### src/rtl/valid_pattern_generator.sv
// Transmit-side valid-lane training source: bursts of 32'hF0F0F0F0 words, length set by mode.
// Optional VALID_GEN_ERR_INJ_EN build adds single-bit error injection on sent words.
module valid_pattern_generator #(
  parameter int unsigned ITER_WORDS   = 128,
  parameter int unsigned CONSEC_WORDS = 4,
  parameter logic [31:0] IDLE_WORD    = 32'h0000_0000
) (
  input  logic        i_clk,
  input  logic        i_rst_n,
  input  logic        i_enable_gen,
  input  logic        i_enable_cons,
  input  logic        i_enable_128,
  input  logic        i_start,
  input  logic        i_inject_err,
  output logic [31:0] o_tvld_l,
  output logic        o_busy,
  output logic        o_done,
  output logic [7:0]  o_word_cnt
);

  localparam logic [31:0] PATTERN  = 32'hF0F0_F0F0;
  localparam logic [7:0]  L_ITER   = 8'(ITER_WORDS);
  localparam logic [7:0]  L_CONSEC = 8'(CONSEC_WORDS);

  typedef enum logic [1:0] {
    S_IDLE,
    S_SEND,
    S_DONE
  } state_t;

  state_t      r_state;
  state_t      w_state_nxt;
  logic [31:0] r_tvld;
  logic        r_busy;
  logic        r_done;
  logic [7:0]  r_cnt;
  logic [7:0]  r_len;

  logic [31:0] w_tvld_nxt;
  logic        w_busy_nxt;
  logic        w_done_nxt;
  logic [7:0]  w_cnt_nxt;
  logic [7:0]  w_len_nxt;
  logic        w_mode_ok;
  logic [7:0]  w_sel_len;
  logic [31:0] w_send_word;

  assign w_mode_ok = i_enable_cons ^ i_enable_128;
  assign w_sel_len = i_enable_cons ? L_CONSEC : L_ITER;

`ifdef VALID_GEN_ERR_INJ_EN
  assign w_send_word = PATTERN ^ {31'b0, i_inject_err};
`else
  logic w_unused_inject;
  assign w_unused_inject = i_inject_err;
  assign w_send_word     = PATTERN;
`endif

  always_ff @(posedge i_clk or negedge i_rst_n) begin
    if (!i_rst_n) begin
      r_state <= S_IDLE;
    end else begin
      r_state <= w_state_nxt;
    end
  end

  // Outputs are computed one cycle ahead so every output port is a flop.
  always_comb begin
    w_state_nxt = r_state;
    w_tvld_nxt  = IDLE_WORD;
    w_busy_nxt  = 1'b0;
    w_done_nxt  = 1'b0;
    w_cnt_nxt   = r_cnt;
    w_len_nxt   = r_len;
    unique case (r_state)
      S_IDLE: begin
        if (i_enable_gen && i_start && w_mode_ok) begin
          w_state_nxt = S_SEND;
          w_tvld_nxt  = PATTERN;
          w_busy_nxt  = 1'b1;
          w_cnt_nxt   = 8'd1;
          w_len_nxt   = w_sel_len;
        end
      end
      S_SEND: begin
        if (r_cnt >= r_len) begin
          w_state_nxt = S_DONE;
          w_done_nxt  = 1'b1;
        end else begin
          w_tvld_nxt = w_send_word;
          w_busy_nxt = 1'b1;
          w_cnt_nxt  = (r_cnt == 8'hFF) ? r_cnt : r_cnt + 8'd1;
        end
      end
      S_DONE: begin
        w_state_nxt = S_IDLE;
      end
      default: begin
        w_state_nxt = S_IDLE;
      end
    endcase
    if (!i_enable_gen) begin
      w_state_nxt = S_IDLE;
      w_tvld_nxt  = IDLE_WORD;
      w_busy_nxt  = 1'b0;
      w_done_nxt  = 1'b0;
      w_cnt_nxt   = r_cnt;
      w_len_nxt   = r_len;
    end
  end

  always_ff @(posedge i_clk or negedge i_rst_n) begin
    if (!i_rst_n) begin
      r_tvld <= IDLE_WORD;
      r_busy <= 1'b0;
      r_done <= 1'b0;
      r_cnt  <= '0;
      r_len  <= '0;
    end else begin
      r_tvld <= w_tvld_nxt;
      r_busy <= w_busy_nxt;
      r_done <= w_done_nxt;
      r_cnt  <= w_cnt_nxt;
      r_len  <= w_len_nxt;
    end
  end

  assign o_tvld_l   = r_tvld;
  assign o_busy     = r_busy;
  assign o_done     = r_done;
  assign o_word_cnt = r_cnt;

endmodule
### config.mk
export PLATFORM = sky130hd
export DESIGN_NAME = valid_pattern_generator
export DESIGN_NICKNAME = d
export VERILOG_FILES = /design/src/rtl/valid_pattern_generator.sv
export SDC_FILE = /design/constraint.sdc
export NUM_CORES = 1
export LEC_CHECK = 0
export ABC_AREA = 1
export CORE_MARGIN = 4
export CORE_UTILIZATION = 25
export CTS_CLUSTER_DIAMETER = 60
export DETAILED_ROUTE_END_ITERATION = 12
export PLACE_DENSITY = 0.63
export SETUP_SLACK_MARGIN = 0.4
export SYNTH_ARGS = -nofsm -noshare
export SYNTH_HDL_FRONTEND = slang
export SYNTH_SLANG_ARGS = --single-unit
### constraint.sdc
create_clock -name i_clk -period 1.7 [get_ports i_clk]
set_input_delay 0.255 -clock i_clk [delete_from_list [all_inputs] [get_ports i_clk]]
set_output_delay 0.255 -clock i_clk [all_outputs]
set_load 0.01 [all_outputs]
==> Word-level counts from Yosys, hierarchy flattened <==
Index checks and enable logic that the tools add are counted.
{ "word_totals": {"regBits": 52, "input_bits": 7, "out_inout_bits": 42, "elab_cells": 43} }
{ "classes": {"addsub": 1, "order_cmp": 1, "n_eq_ne": 7, "n_mux": 20, "bitwise_logic": 1, "n_reduce_logical": 7} }
{ "ops": {"columns": ["cell", "count"], "rows": [
  ["two-way mux 32 bit", 3],
  ["one-hot mux 32 bit (2 select lines)", 1],
  ["two-way mux 8 bit", 4],
  ["one-hot mux 8 bit (2 select lines)", 1],
  ["adder 8 x 1 -> 8 bit (second input constant)", 1],
  ["== test 8 bit (second input constant)", 1],
  [">= comparator 8 bit", 1],
  ["two-way mux 1 bit", 6],
  ["two-way mux 2 bit", 3],
  ["inequality test 2 bit (second input constant)", 3],
  ["inequality test 3 bit (second input constant)", 2],
  ["AND reduction 5 bit", 1],
  ["one-hot mux 2 bit (2 select lines)", 1],
  ["AND reduction 3 bit", 1],
  ["== test 2 x 1 -> 1 bit (second input constant)", 1],
  ["logical AND 1 bit", 2],
  ["logical NOT 2 bit", 1],
  ["one-hot mux 1 bit (2 select lines)", 1],
  ["AND reduction 2 bit", 1],
  ["nonzero test 2 bit", 1],
  ["bitwise XOR 1 bit", 1]
]} }

==> Logic depth before layout (Yosys ltp) <==
{ "logic_depth": {"depth_word": 5, "ltp_mapped": 12, "mapped_depth_nobuf": 12} }

==> Worst setup path before layout <==
No wires, ideal clock.
{ "synth_path": {"kind": "register -> register", "from": "register r_cnt[2], in the netlist o_word_cnt[2]", "to": "register r_cnt[4], in the netlist o_word_cnt[4]", "arrival_time_ps": 1441, "path_slack_ps": 141, "stages_incl_launch_ff": 13, "path_buffers": 0, "cell_sequence": "dfrtp_1 > inv_1 > ha_1 > nand2_1 > inv_1 > nor2_2 > nand2_1 > nand2_2 > nand3_2 > nand2_4 > nand2_4 > nand2_1 > nand2_1"} }
{ "synth_via": {"elab_chain_cells": 4} }
{ "synth_lines": {"columns": ["item", "line_no", "rtl"], "rows": [
  ["from (decl)", "36", "logic [7:0] r_cnt;"],
  ["from (signal assigned)", "123", "r_cnt <= w_cnt_nxt;"],
  ["adder 8 x 1 -> 8 bit", "92", "w_cnt_nxt = (r_cnt == 8'hFF) ? r_cnt : r_cnt + 8'd1;"],
  ["two-way mux 8 bit", "92", null],
  ["two-way mux 8 bit", "86", "if (r_cnt >= r_len) begin"],
  ["one-hot mux 8 bit (2 select lines)", "75", "unique case (r_state)"]
]} }
Several ways; a longest one is shown, not always the timed one. The select of a mux whose other input is x is not followed.
A chain may end at the register's enable or synchronous reset.

==> Worst setup path in the final report <==
{ "layout_path": {"from": "register r_cnt[2], in the netlist o_word_cnt[2]", "to": "register r_cnt[2], in the netlist o_word_cnt[2]"} }
Same word-level chain as after synthesis.

==> flow_metrics.tcl <==
set metrics [dict create \
    run_status "completed" \
    design.portCount 49 \
    hp-class "input pin to async pin" \
    synth_top_area_share_pct 31.04 \
    netlist.top_cell.by_area "sky130_fd_sc_hd__dfrtp_1" \
    p_leak_uw 0.0008216 \
    ys_types 24 \
    achievable_freq_mhz 679.1 \
    grt_setup_unrepaired "yes" \
    synth_area_per_cell_um2 7.376 \
    remaining_drc_errors 0 \
    worst-path-max-fanout 8 \
    startpoint_type "register" \
    gp_congestion 0.8172 \
    r2r_start "o_word_cnt[2]" \
    synth_top_family_by_area "simple AND/OR/NAND/NOR gates" \
    net_count_reported_at_finish 202 \
    clock_tree_from_tritoncts "yes" \
    globalRouteTotalUtil_pct 8.519 \
    postLayoutSetupSlackWorst_ns 0.2275 \
    critPathCaptureType "register" \
    worst_ep_required_time_ns 1.83 \
    synth.area.mux_share_pct 0 \
    floorplan.die.width_um 75.19 \
    synth.area.top_cells "sky130_fd_sc_hd__dfrtp_1, sky130_fd_sc_hd__buf_4, sky130_fd_sc_hd__nand2_1, sky130_fd_sc_hd__nand3_1, sky130_fd_sc_hd__inv_1" \
    share_of_synthesized_registers_carrying_an_async_set_or_reset_pct 100.0 \
    pin_count_of_the_biggest_net_entering_global_routing 15 \
    post-route-min-period_ns 1.472 \
    routed_wirelength_um 2505 \
    core_um2 4354 \
    htree_num_levels 1 \
    clock_insertion_delay_worst_skew_ns 0.24 \
    count_of_endpoints_failing_hold_in_the_final_timing_report 0 \
    worst_hold_slack_ns 0.3168 \
    dr.pass1.iters 4 \
    cts.sinks 14 \
    p_per_area_nw_per_um2 692.5 \
    fin_tns_setup_ns 0 \
    synth_fa_ha_area_share_pct 4.435 \
    die-height_um 75.19 \
    synth_compound_gate_area_share_pct 7.650 \
    synthSimpleGateAreaFrac_pct 29.16 \
    skew_ns 0.001624 \
    drive_above_1_share_pct 40.00 \
    count_of_state_elements_after_synthesis 14 \
    criticalPathCategory "register to register" \
    finalMaxSlewViolations 0 \
    cts_root_buffer "sky130_fd_sc_hd__clkbuf_8" \
    synth_most_common_cell "sky130_fd_sc_hd__nand2_1" \
    post_synth_xor_area_fraction_pct 0 \
    synthToLayoutAreaGrowth_pct 34.81 \
    maxCapViolCount 0 \
    synth_flop_cell "sky130_fd_sc_hd__dfrtp_1" \
    post_synth_most_frequent_cells "sky130_fd_sc_hd__nand2_1, sky130_fd_sc_hd__buf_4, sky130_fd_sc_hd__inv_1, sky130_fd_sc_hd__nand3_1, sky130_fd_sc_hd__dfrtp_1" \
    synthesis.instances 153 \
    cp.arrival_ns 1.61 \
    port_buffers 31 \
    dp.final_hpwl_um 1785 \
    finish.utilization_pct 34.94 \
    tritoncts.num_buffers 3 \
    post_drt_via_cell_ratio 4.124 \
    wire_length_of_the_first_global_routing_pass_um 3739 \
    wl_per_cell_um 10.35 \
    pre_cts_slack_ns 0.01947 \
    synth.cell_area_um2 1129 \
    diodes 0 \
    route.vias.total 998 \
    numPlacedInstances 226 \
    first_global_vias 879 \
    path_clk_slew_ns 0.06 \
    stdcell_count 242 \
    n_fill_cell 473 \
    yosysSeqAreaShare_pct 31.04 \
    fp-row-count 24 \
    initial_core_util_pct 25.92 \
    dr.first_iter.drc_count 22 \
    postCtsHoldBufs 0 \
    antenna_violating_nets_post_route 0 \
    synth-edff-count 0 \
    timing.rr.end "o_word_cnt[2]" \
    worstRegToRegCells 12 \
    yosysWarningCount 0 \
    die_area_um2 5654 \
    reg2reg_setup_slack_ns 0.23 \
    setup_viol_count_final 0 \
    globalRoute.totalOverflow 0 \
    max_ir_drop_vdd_mv 0.3383 \
    ctsLongestPathBuffers 2 \
    final_min_period_over_clock_period_pct 86.62 \
    initial_antenna_violation_count 0 \
]
==> per-layer routing <==
metal | track usage, % | vias to the layer above | part of all wire [%]
met4 | 2.913 | 0 | 0.40
met5 | 0 | - | 0
met3 | 1.335 | 2 | 9.5
met1 | 10.14 | 451 | 40
met2 | 15.47 | 36 | 50
li1 | - | 509 | -
==> through the flow <==
| stage | cell area, µm² | power, µW |
|---|---|---|
| after floorplan | 1199 | 610.8 |
| after global placement | 1389 | 677.1 |
| after detailed placement | 1389 | 682.1 |
| after CTS | 1518 | 1035 |
| after global routing | 1521 | 1121 |
| final | 1521 | 1054 |
==> layout make-up <==
type                    instances  area (µm²)  share of cell area, %
clock buffers                   4       55.05                  3.618
flip-flops and latches         14       356.6                  23.44
well taps                      52       65.06                  4.276
repair buffers                 51       377.9                  24.84
multi-input cells             104       603.1                  39.64
inverters                      17       63.81                  4.194
==> layout by cell type (no fill, tap or decap), drive strengths merged <==
cell type | synthesis | layout
o21a | 1 | 1
dfrtp | 14 | 14
buf | 33 | 20
a21oi | 5 | 5
nand3 | 16 | 16
nand2 | 38 | 38
dlygate4sd2 | 0 | 6
o21bai | 1 | 1
dlymetal6s2s | 0 | 3
inv | 17 | 17
or2 | 1 | 1
o21ai | 4 | 4
nor2 | 14 | 14
ha | 4 | 4
conb | 1 | 16
clkdlybuf4s50 | 0 | 2
nor3 | 2 | 2
clkbuf | 0 | 23
a211oi | 2 | 2
clkdlybuf4s15 | 0 | 1
==> flip-flops by register name, indices dropped and copies added (netlist names) <==
name / count
o_word_cnt: 8
r_state: 2
o_done: 1
o_tvld_l: 1
r_len: 2
==> critical path: stages, from the launching register on <==
cell                      delay (ns)
sky130_fd_sc_hd__dfrtp_2        0.41
sky130_fd_sc_hd__inv_2          0.06
sky130_fd_sc_hd__ha_4           0.19
sky130_fd_sc_hd__nand2_2        0.05
sky130_fd_sc_hd__inv_2          0.03
sky130_fd_sc_hd__nor2_2         0.06
sky130_fd_sc_hd__nand2_1        0.06
sky130_fd_sc_hd__nand2_2        0.08
sky130_fd_sc_hd__nand3_2        0.08
sky130_fd_sc_hd__nand2_4        0.13
sky130_fd_sc_hd__nand2_8        0.09
sky130_fd_sc_hd__nand2_1        0.08
sky130_fd_sc_hd__nand2_1        0.05
==> power breakdown <==
group          switching [µW]  internal (µW)
Combinational             188            155
Clock                     122            205
Sequential               23.5            360
Total                     334            720
==> repair_timing <==
action	4_1_cts	5_1_grt
setup buffers	8	4
setup endpoints to repair	38	33
pin swaps	5	9
resized for setup	54	39
==> logic make-up (layout without fill, tap and decap cells) <==
kind of cell	Yosys count	in the layout
simple gates	71	71
compound gates	13	13
fa+ha+maj	4	4
flops	14	14
buf+inv	50	72
other cells	1	16
==> worst max path at each step <==
stage             startpoint       endpoint  cells after the start
2_1_floorplan  o_word_cnt[2]  o_word_cnt[4]                     12
3_3_place_gp    i_enable_gen  o_word_cnt[0]                      8
3_5_place_dp    i_enable_gen  o_word_cnt[0]                      8
4_1_cts        o_word_cnt[2]  o_word_cnt[2]                     12
5_1_grt        o_word_cnt[2]  o_word_cnt[1]                     12
6_report       o_word_cnt[2]  o_word_cnt[2]                     12
(Power assumes the default switching activity.)
